[src/rtl/instr_sequencer.sv]
// Multi-cycle instruction sequencer: FETCH/DECODE/EXEC/MEM/WB control with
// ALU timeout detection, sticky HALT/ERROR and a saturating retire counter.
module instr_sequencer #(
    parameter int ALU_TIMEOUT = 32,
    parameter int RET_W       = 16
) (
    input  logic             clk,
    input  logic             rst,
    input  logic [5:0]       opcode,
    input  logic             imem_valid,
    input  logic             alu_done,
    input  logic             dm_ack,
    output logic             ir_we,
    output logic             alu_start,
    output logic             dm_req,
    output logic             dm_we,
    output logic             rf_we,
    output logic             pc_we,
    output logic             halted,
    output logic             err,
    output logic [2:0]       state,
    output logic [RET_W-1:0] retired
);

    typedef enum logic [2:0] {
        S_FETCH  = 3'd0,
        S_DECODE = 3'd1,
        S_EXEC   = 3'd2,
        S_MEM    = 3'd3,
        S_WB     = 3'd4,
        S_HALT   = 3'd5,
        S_ERROR  = 3'd6
    } state_t;

    localparam int CW = (ALU_TIMEOUT < 2) ? 1 : $clog2(ALU_TIMEOUT + 1);
    localparam logic [CW-1:0] WAIT_LAST = CW'(ALU_TIMEOUT - 1);

    state_t          state_p0, state_nx;
    logic [5:0]      op_p0;
    logic [CW-1:0]   wait_p0;
    logic            first_p0;
    logic [RET_W-1:0] ret_p0;

    function automatic logic is_multi(input logic [5:0] op);
        return (op == 6'd3) || (op == 6'd4) || (op == 6'd20) || (op == 6'd21);
    endfunction

    function automatic logic writes_rf(input logic [5:0] op);
        return ((op >= 6'd1) && (op <= 6'd24)) || (op == 6'd26);
    endfunction

    // Registered control state; the wait counter restarts on every EXEC entry
    always_ff @(posedge clk or posedge rst) begin
        if (rst) begin
            state_p0 <= S_FETCH;
            op_p0    <= '0;
            wait_p0  <= '0;
            first_p0 <= 1'b0;
            ret_p0   <= '0;
        end else begin
            state_p0 <= state_nx;
            first_p0 <= (state_p0 == S_DECODE);
            if (state_p0 == S_FETCH && imem_valid)
                op_p0 <= opcode;
            if (state_p0 == S_EXEC)
                wait_p0 <= wait_p0 + CW'(1);
            else
                wait_p0 <= '0;
            if (state_p0 == S_WB && ret_p0 != '1)
                ret_p0 <= ret_p0 + RET_W'(1);
        end
    end

    always_comb begin
        state_nx = state_p0;
        case (state_p0)
            S_FETCH:  if (imem_valid) state_nx = S_DECODE;
            S_DECODE: begin
                if (op_p0 == 6'd0)       state_nx = S_HALT;
                else if (op_p0 <= 6'd23) state_nx = S_EXEC;
                else if (op_p0 <= 6'd27) state_nx = S_MEM;
                else if (op_p0 <= 6'd31) state_nx = S_WB;
                else                     state_nx = S_ERROR;
            end
            S_EXEC: begin
                // alu_done on the expiry cycle still completes the instruction
                if (!is_multi(op_p0) || alu_done) state_nx = S_WB;
                else if (wait_p0 == WAIT_LAST)    state_nx = S_ERROR;
            end
            S_MEM:    if (dm_ack) state_nx = S_WB;
            S_WB:     state_nx = S_FETCH;
            S_HALT:   state_nx = S_HALT;
            S_ERROR:  state_nx = S_ERROR;
            default:  state_nx = S_FETCH;
        endcase
    end

    // ir_we follows imem_valid so a ready word is loaded in its first FETCH cycle
    always_comb begin
        ir_we     = 1'b0;
        alu_start = 1'b0;
        dm_req    = 1'b0;
        dm_we     = 1'b0;
        rf_we     = 1'b0;
        pc_we     = 1'b0;
        halted    = 1'b0;
        err       = 1'b0;
        case (state_p0)
            S_FETCH: ir_we     = imem_valid & ~rst;
            S_EXEC:  alu_start = first_p0 & is_multi(op_p0);
            S_MEM: begin
                dm_req = 1'b1;
                dm_we  = (op_p0 == 6'd25) || (op_p0 == 6'd27);
            end
            S_WB: begin
                pc_we = 1'b1;
                rf_we = writes_rf(op_p0);
            end
            S_HALT:  halted = 1'b1;
            S_ERROR: err    = 1'b1;
            default: ;
        endcase
    end

    assign state   = state_p0;
    assign retired = ret_p0;

endmodule

[config.mk]
export PLATFORM = sky130hd
export DESIGN_NAME = instr_sequencer
export DESIGN_NICKNAME = d
export VERILOG_FILES = /design/src/rtl/instr_sequencer.sv
export SDC_FILE = /design/constraint.sdc
export NUM_CORES = 1
export LEC_CHECK = 0
export ABC_CLOCK_PERIOD_IN_PS = 5500
export CAP_MARGIN = 20
export CORE_MARGIN = 2
export CORE_UTILIZATION = 56
export CTS_BUF_LIST = sky130_fd_sc_hd__clkbuf_8
export DETAILED_ROUTE_END_ITERATION = 8
export PLACE_DENSITY = 0.87
export SLEW_MARGIN = 20
export SYNTH_ARGS = -nofsm -noshare
export SYNTH_HDL_FRONTEND = slang
export SYNTH_SLANG_ARGS = --single-unit
[constraint.sdc]
create_clock -name clk -period 5.5 [get_ports clk]
set_clock_uncertainty 0.15 [all_clocks]
set_input_delay 1.1 -clock clk [delete_from_list [all_inputs] [get_ports clk]]
set_output_delay 1.1 -clock clk [all_outputs]
set_load 0.05 [all_outputs]
==> run metrics, run 1 <==
Syn. warnings 0; Vias/cell 6.10; CTS max path bufs 2; flip-flop cell with the highest count after synthesis dfrtp_1; root buffer cell clkbuf_8; fin worst setup slack between 1 and 1.5 ns; Clock Sink Count 32; top cells by area in the synthesized netlist dfrtp_1 (48%), mux2_2 (4.7%), nand3_1 (4.2%); final routed wire length divided by cell count between 15 and 20 um; most instantiated cells after synthesis dfrtp_1 (32), nor2_1 (15), nand3_1 (14); TritonCTS Buffers 5; Post-CTS Hold Fix Bufs 0; Max Freq roughly 0.24 GHz; worst slack at placement approximately 1.5 ns; critical path's largest stage delay roughly 0.84 ns; post-synthesis async set-or-reset flop share 100%; part of the Yosys area used for sequential elements roughly 48%; final net count ~220; CP arrival 2.85 ns; number of buffers added on ports 37; EDFF count, synth 0; Die Outline Area roughly 0.0035 mm^2; type of element launching the critical path flip-flop; Floorplan Core Area 0.00281 mm^2; TritonCTS clock tree built; worst slew slack as a fraction of its limit a little under two thirds; starting density of the core 59.9%; leakage power summed over all cells around 0.89 nW; Max rail drop VDD around 0.00033 V; non-filler instance count after layout ~230; slew of the pin with the lowest slew margin about 0.54 ns; startpoint-to-endpoint class of the critical path flip-flop to output port; clock-pin slew on the worst setup and hold paths roughly 0.06 ns; sequential standard cell area approximately 800 um^2; die height 58.8 um; Fin. Hold Viols 0; post-cts repair resize count 0; total via count in the routed design around 1,400; level count of the clock H-tree 2; maximum number of pins on one net before global-route repair 33; count of antenna diodes in the layout 0; result of the run finished with violations; worst-case hold slack 0.353 ns; instance count of the mapped netlist roughly 160; total global routing track utilization between 20 and 25%; DRT antenna net count 0; initial antenna violation count 0; register bit total from synthesis 32; Max FO, Critical Path 14; setup repair after global routing missed its margin no; Mean Syn Cell Area 10.3 um^2; netlist area before placement approximately 0.0017 mm^2; critical path's top delay family simple AND/OR/NAND/NOR gates; global-route wire length before repair approximately 6.5 mm; Slowest-stage cell, CP clkdlybuf4s50_1; footprint of the multi-input gates 837 um^2; post-CTS setup buffer count 0; violations in the final reports design-rule violations; source-to-sink clock delay at the later pin of the worst-skew pair 0.28 ns; kind of end point of the critical path output port; post-synth top area share 47.7%; share of layout cells above drive strength 1 10.8%; nets in the synthesized netlist roughly 180; final-report max-slew violation count 0; weighted congestion at the end of routability-driven global placement around 0.85; number of placed instances with taps included 227; total wirelength of the detailed-routed design 3.80 mm; Total Power Consumption 0.00103 W; number of setup violations in the final report 0; first-pass detailed-route iteration total 8; setup TNS 0 ns; post-synthesis cell type with the largest combined area dfrtp_1; list of cells traversed by the critical path or3b_1 > or3_1 > nor3b_1 > clkdlybuf4s50_1; drt first-iter violations roughly 50; number of standard-cell rows in the floorplan 19; area growth from synthesis to layout 29.1%; Die X between 50 and 60 um; final worst-path cycle share 74.5%; total power per unit cell area about 480 mW/mm^2; WP buf/inv 1; vias in the first global route approximately 1,400; number of violations of the max-capacitance limit 0; fill cell count roughly 190; top-level I/O count 38; total congestion overflow after global routing 0; most numerous cell in the Yosys netlist dfrtp_1; final worst path period need just over 4 ns; number of distinct library cells after synthesis 43; detailed placement HPWL roughly 2.8 mm; classification of the worst-slack hold path flip-flop to flip-flop; Worst EP required approximately 4.3 ns; drc violations 2
==> kinds of logic after synthesis <==
logic type	Yosys count	synth area share [%]
buf+inv	10	2.53
mux	7	4.69
compound gates	17	6.63
flops	32	47.7
simple gates	79	28.7
xor+xnor	16	8.34
fa+ha+maj	2	1.49
==> path summary, 6_finish.rpt <==
path | startpoint | end | slack (ns) | cells past startpoint
hold reg to reg | wait_p0[0] | wait_p0[0] | 0.35 | 1
setup reg to reg | op_p0[2] | state[1] | 3.45 | 4
min in group asynchronous | rst | op_p0[0] | 1.12 | 3
max in group asynchronous | rst | retired[8] | 3.80 | 3
setup / recovery | state[1] | alu_start | 1.40 | 4
hold / removal | wait_p0[0] | wait_p0[0] | 0.35 | 1
==> layout make-up <==
cell class              instances  share of cell area [%]
multi-input cells             121                    38.6
flip-flops and latches         32                    36.9
inverters                       5                   0.865
clock buffers                   7                    4.44
well taps                      31                    1.79
repair buffers                 38                    17.4
==> cells in the final DEF (no fill, tap or decap), types with 4 or more instances in the layout <==
| master | count |
|---|---|
| mux2_2 | 7 |
| and3_1 | 6 |
| clkdlybuf4s50_1 | 37 |
| clkbuf_8 | 7 |
| nand2_1 | 4 |
| xor2_1 | 8 |
| nor4_1 | 6 |
| nand4_1 | 5 |
| xnor2_1 | 8 |
| dfrtp_1 | 32 |
| a21oi_1 | 4 |
| inv_1 | 5 |
| nand3_1 | 14 |
| nor2_1 | 15 |
==> power breakdown <==
| part | leakage (nW) | total, W | internal (W) | switching, W |
|---|---|---|---|---|
| registers | 0.419 | 0.000398 | 0.000294 | 0.000104 |
| logic | 0.422 | 0.000441 | 0.000177 | 0.000265 |
| clock network | 0.0503 | 0.000193 | 0.000111 | 0.0000816 |
| total | 0.891 | 0.00103 | 0.000582 | 0.000450 |
==> metal layers <==
layer  routed length (um)  track usage, %  share of wire [%]  vias to the layer above
met5                    0               0                  0                        -
met4                   61            12.0                1.6                        0
met3                  200            6.37                5.3                        8
met2                 1930            41.3                 51                       57
met1                 1600            29.5                 42                      689
li1                     -               -                  -                      674
==> sequential cells by signal, summed over array words and instances, names as in the netlist <==
| register | flops |
|---|---|
| first_p0 | 1 |
| op_p0 | 6 |
| state | 3 |
| wait_p0 | 6 |
| retired | 16 |
==> stage by stage <==
stage	cell area, um^2	utilization, %
floorplan	1680	-
finish	2170	77.3
global route	2170	77.3
detailed placement	2070	73.9
global placement	2070	73.9
CTS	2170	77.3
(Power assumes the default switching activity.)
==> run 2: changes to the inputs <==
--- a/config.mk
+++ b/config.mk
@@ -5,13 +5,13 @@
 export SDC_FILE = /design/constraint.sdc
 export NUM_CORES = 1
 export LEC_CHECK = 0
-export ABC_CLOCK_PERIOD_IN_PS = 5500
+export ABC_CLOCK_PERIOD_IN_PS = 4200
 export CAP_MARGIN = 20
 export CORE_MARGIN = 2
-export CORE_UTILIZATION = 56
+export CORE_UTILIZATION = 52
 export CTS_BUF_LIST = sky130_fd_sc_hd__clkbuf_8
 export DETAILED_ROUTE_END_ITERATION = 8
-export PLACE_DENSITY = 0.87
+export PLACE_DENSITY = 0.81
 export SLEW_MARGIN = 20
 export SYNTH_ARGS = -nofsm -noshare
 export SYNTH_HDL_FRONTEND = slang
==> constraint.sdc (replaced) <==
create_clock -name clk -period 4.2 [get_ports clk]
set_clock_uncertainty 0.15 [all_clocks]
set_input_delay 0.84 -clock clk [delete_from_list [all_inputs] [get_ports clk]]
set_output_delay 0.84 -clock clk [all_outputs]
set_load 0.05 [all_outputs]
==> run 2 against run 1 <==
Effect of this change: the run now ends clean; clock power rose by 11%; die area rose by 7.1%; register-to-register slack got worse by 1.3 ns; utilization fell by 6.4 points; setup slack got worse by 1.0 ns; via count fell by 0.21%; power rose by 27%; cell count rose by 5.6%; clock-buffer cell count fell by 2; sequential cell count did not move; wire length fell by 6.3%; sequential share of layout area barely moved.
==> run metrics, run 2 (synthesis gave the netlist of run 1 again) <==
total congestion overflow after global routing 0 (unchanged); result of the run complete, no violations (was finished with violations); Post-CTS Hold Fix Bufs 0 (unchanged); classification of the worst-slack hold path flip-flop to flip-flop (unchanged); source-to-sink clock delay at the later pin of the worst-skew pair 0.28 ns (about the same); total power per unit cell area 604 mW/mm^2 (was 476 mW/mm^2); number of violations of the max-capacitance limit 0 (unchanged); Worst EP required 3.21 ns (was 4.25 ns); first-pass detailed-route iteration total 4 (was 8); top-level I/O count 38 (unchanged); total via count in the routed design 1,425 (was 1,428); TritonCTS Buffers 5 (unchanged); number of buffers added on ports 37 (unchanged); final-report max-slew violation count 0 (unchanged); post-CTS setup buffer count 0 (unchanged); starting density of the core 55.0% (was 59.9%); maximum number of pins on one net before global-route repair 33 (unchanged); post-cts repair resize count 0 (unchanged); final routed wire length divided by cell count 14.4 um (was 16.2 um); max reg flops 16 (unchanged); commonest cells after routing, fill and taps aside clkdlybuf4s50_1 (37), dfrtp_1 (32), nor2_1 (15) (unchanged); Max rail drop VDD 0.000321 V (was 0.000332 V); sequential standard cell area 801 um^2 (unchanged); footprint of the multi-input gates 837 um^2 (unchanged); final worst path period need between 3 and 4 ns; final worst-path cycle share just over 90%; startpoint-to-endpoint class of the critical path flip-flop to output port (unchanged); count of antenna diodes in the layout 0 (unchanged); Die Outline Area 0.00370 mm^2 (was 0.00346 mm^2); setup repair after global routing missed its margin no (unchanged); fill cell count 235 (was 191); level count of the clock H-tree 2 (unchanged); worst slew slack as a fraction of its limit 64.8% (was 63.8%); DRT antenna net count 0 (unchanged); setup TNS 0 ns (unchanged); number of setup violations in the final report 0 (unchanged); Max FO, Critical Path 14 (unchanged); type of element launching the critical path flip-flop (unchanged); CTS max path bufs 2 (unchanged); final net count 216 (unchanged); total wirelength of the detailed-routed design 3.56 mm (was 3.80 mm); most common cell after layout, fill and taps aside clkdlybuf4s50_1 (unchanged); Die X 60.8 um (was 58.8 um); die height 60.8 um (was 58.8 um); Clock Sink Count 32 (unchanged); vias in the first global route 1,364 (was 1,441); initial antenna violation count 0 (unchanged); detailed placement HPWL 2.62 mm (was 2.80 mm); area growth from synthesis to layout 29.0% (was 29.1%); root buffer cell clkbuf_8 (unchanged); Max Freq approximately 0.26 GHz; drt first-iter violations 39 (was 51); weighted congestion at the end of routability-driven global placement 0.834 (was 0.847); CP arrival 2.81 ns (was 2.85 ns); Fin. Hold Viols 0 (unchanged); clock-pin slew on the worst setup and hold paths 0.06 ns (about the same); drc violations 0 (was 2); total global routing track utilization 21.2% (was 24.7%); Final Core Density 71.0% (was 77.3%); slew of the pin with the lowest slew margin 0.526 ns (was 0.541 ns); TritonCTS clock tree built (unchanged); leakage power summed over all cells 0.886 nW (was 0.891 nW); number of standard-cell rows in the floorplan 20 (was 19); share of layout cells above drive strength 1 10.3% (was 10.8%); global-route wire length before repair 5.85 mm (was 6.45 mm); Floorplan Core Area 0.00305 mm^2 (was 0.00281 mm^2); kind of end point of the critical path output port (unchanged); Vias/cell 5.77 (was 6.10)
run 2: worst paths after layout:
check,start,end,slack [ns],cells past startpoint
worst max register to register,op_p0[2],state[1],2.16,4
max in group asynchronous,rst,wait_p0[5],2.79,3
min in group asynchronous,rst,state[0],0.83,3
worst min-delay path,wait_p0[0],wait_p0[0],0.35,1
worst max-delay path,state[1],alu_start,0.40,4
worst min register to register,wait_p0[0],wait_p0[0],0.35,1
run 2: area by class of cell:
class | instances | share of cell area [%]
Sequential cell | 32 | 37.0
Timing Repair Buffer | 38 | 17.4
Clock inverter | 2 | 0.404
Tap cell | 44 | 2.54
Inverter | 5 | 0.866
Multi-Input combinational cell | 121 | 38.6
Clock buffer | 5 | 3.18
run 2: metal layers:
| metal | part of all wire, % | vias up | track usage [%] |
|---|---|---|---|
| met5 | 0 | - | 0 |
| met4 | 1.2 | 0 | 8.70 |
| met3 | 6.1 | 6 | 7.46 |
| met2 | 49 | 57 | 35.5 |
| met1 | 44 | 686 | 24.8 |
| li1 | - | 676 | - |
run 2: per-stage QoR:
step | power, W | setup WS (ns) | hold slack (ns) | instances | instance area (um^2)
6_report | 0.00131 | 0.396 | 0.349 | 247 | 2170
5_1_grt | 0.00138 | 0.258 | 0.361 | 247 | 2170
4_1_cts | 0.00131 | 0.411 | 0.348 | 247 | 2170
3_5_place_dp | 0.00110 | 0.731 | 0.336 | 240 | 2090
3_3_place_gp | 0.00108 | 0.752 | 0.333 | 240 | 2090
2_1_floorplan | 0.000915 | 0.393 | 0.304 | 163 | 1680
run 2: where the power goes:
group | switching, W | leakage (nW) | internal [W] | total [W]
logic | 0.000345 | 0.422 | 0.000232 | 0.000576
registers | 0.000134 | 0.419 | 0.000385 | 0.000520
clock network | 0.000104 | 0.0452 | 0.000110 | 0.000214
total | 0.000583 | 0.886 | 0.000727 | 0.00131
run 2: worst max-delay path: stages, from the launching register on:
cell	delay [ns]
dfrtp_1	0.60
or3b_1	0.50
or3_1	0.39
nor3b_1	0.21
clkdlybuf4s50_1	0.84
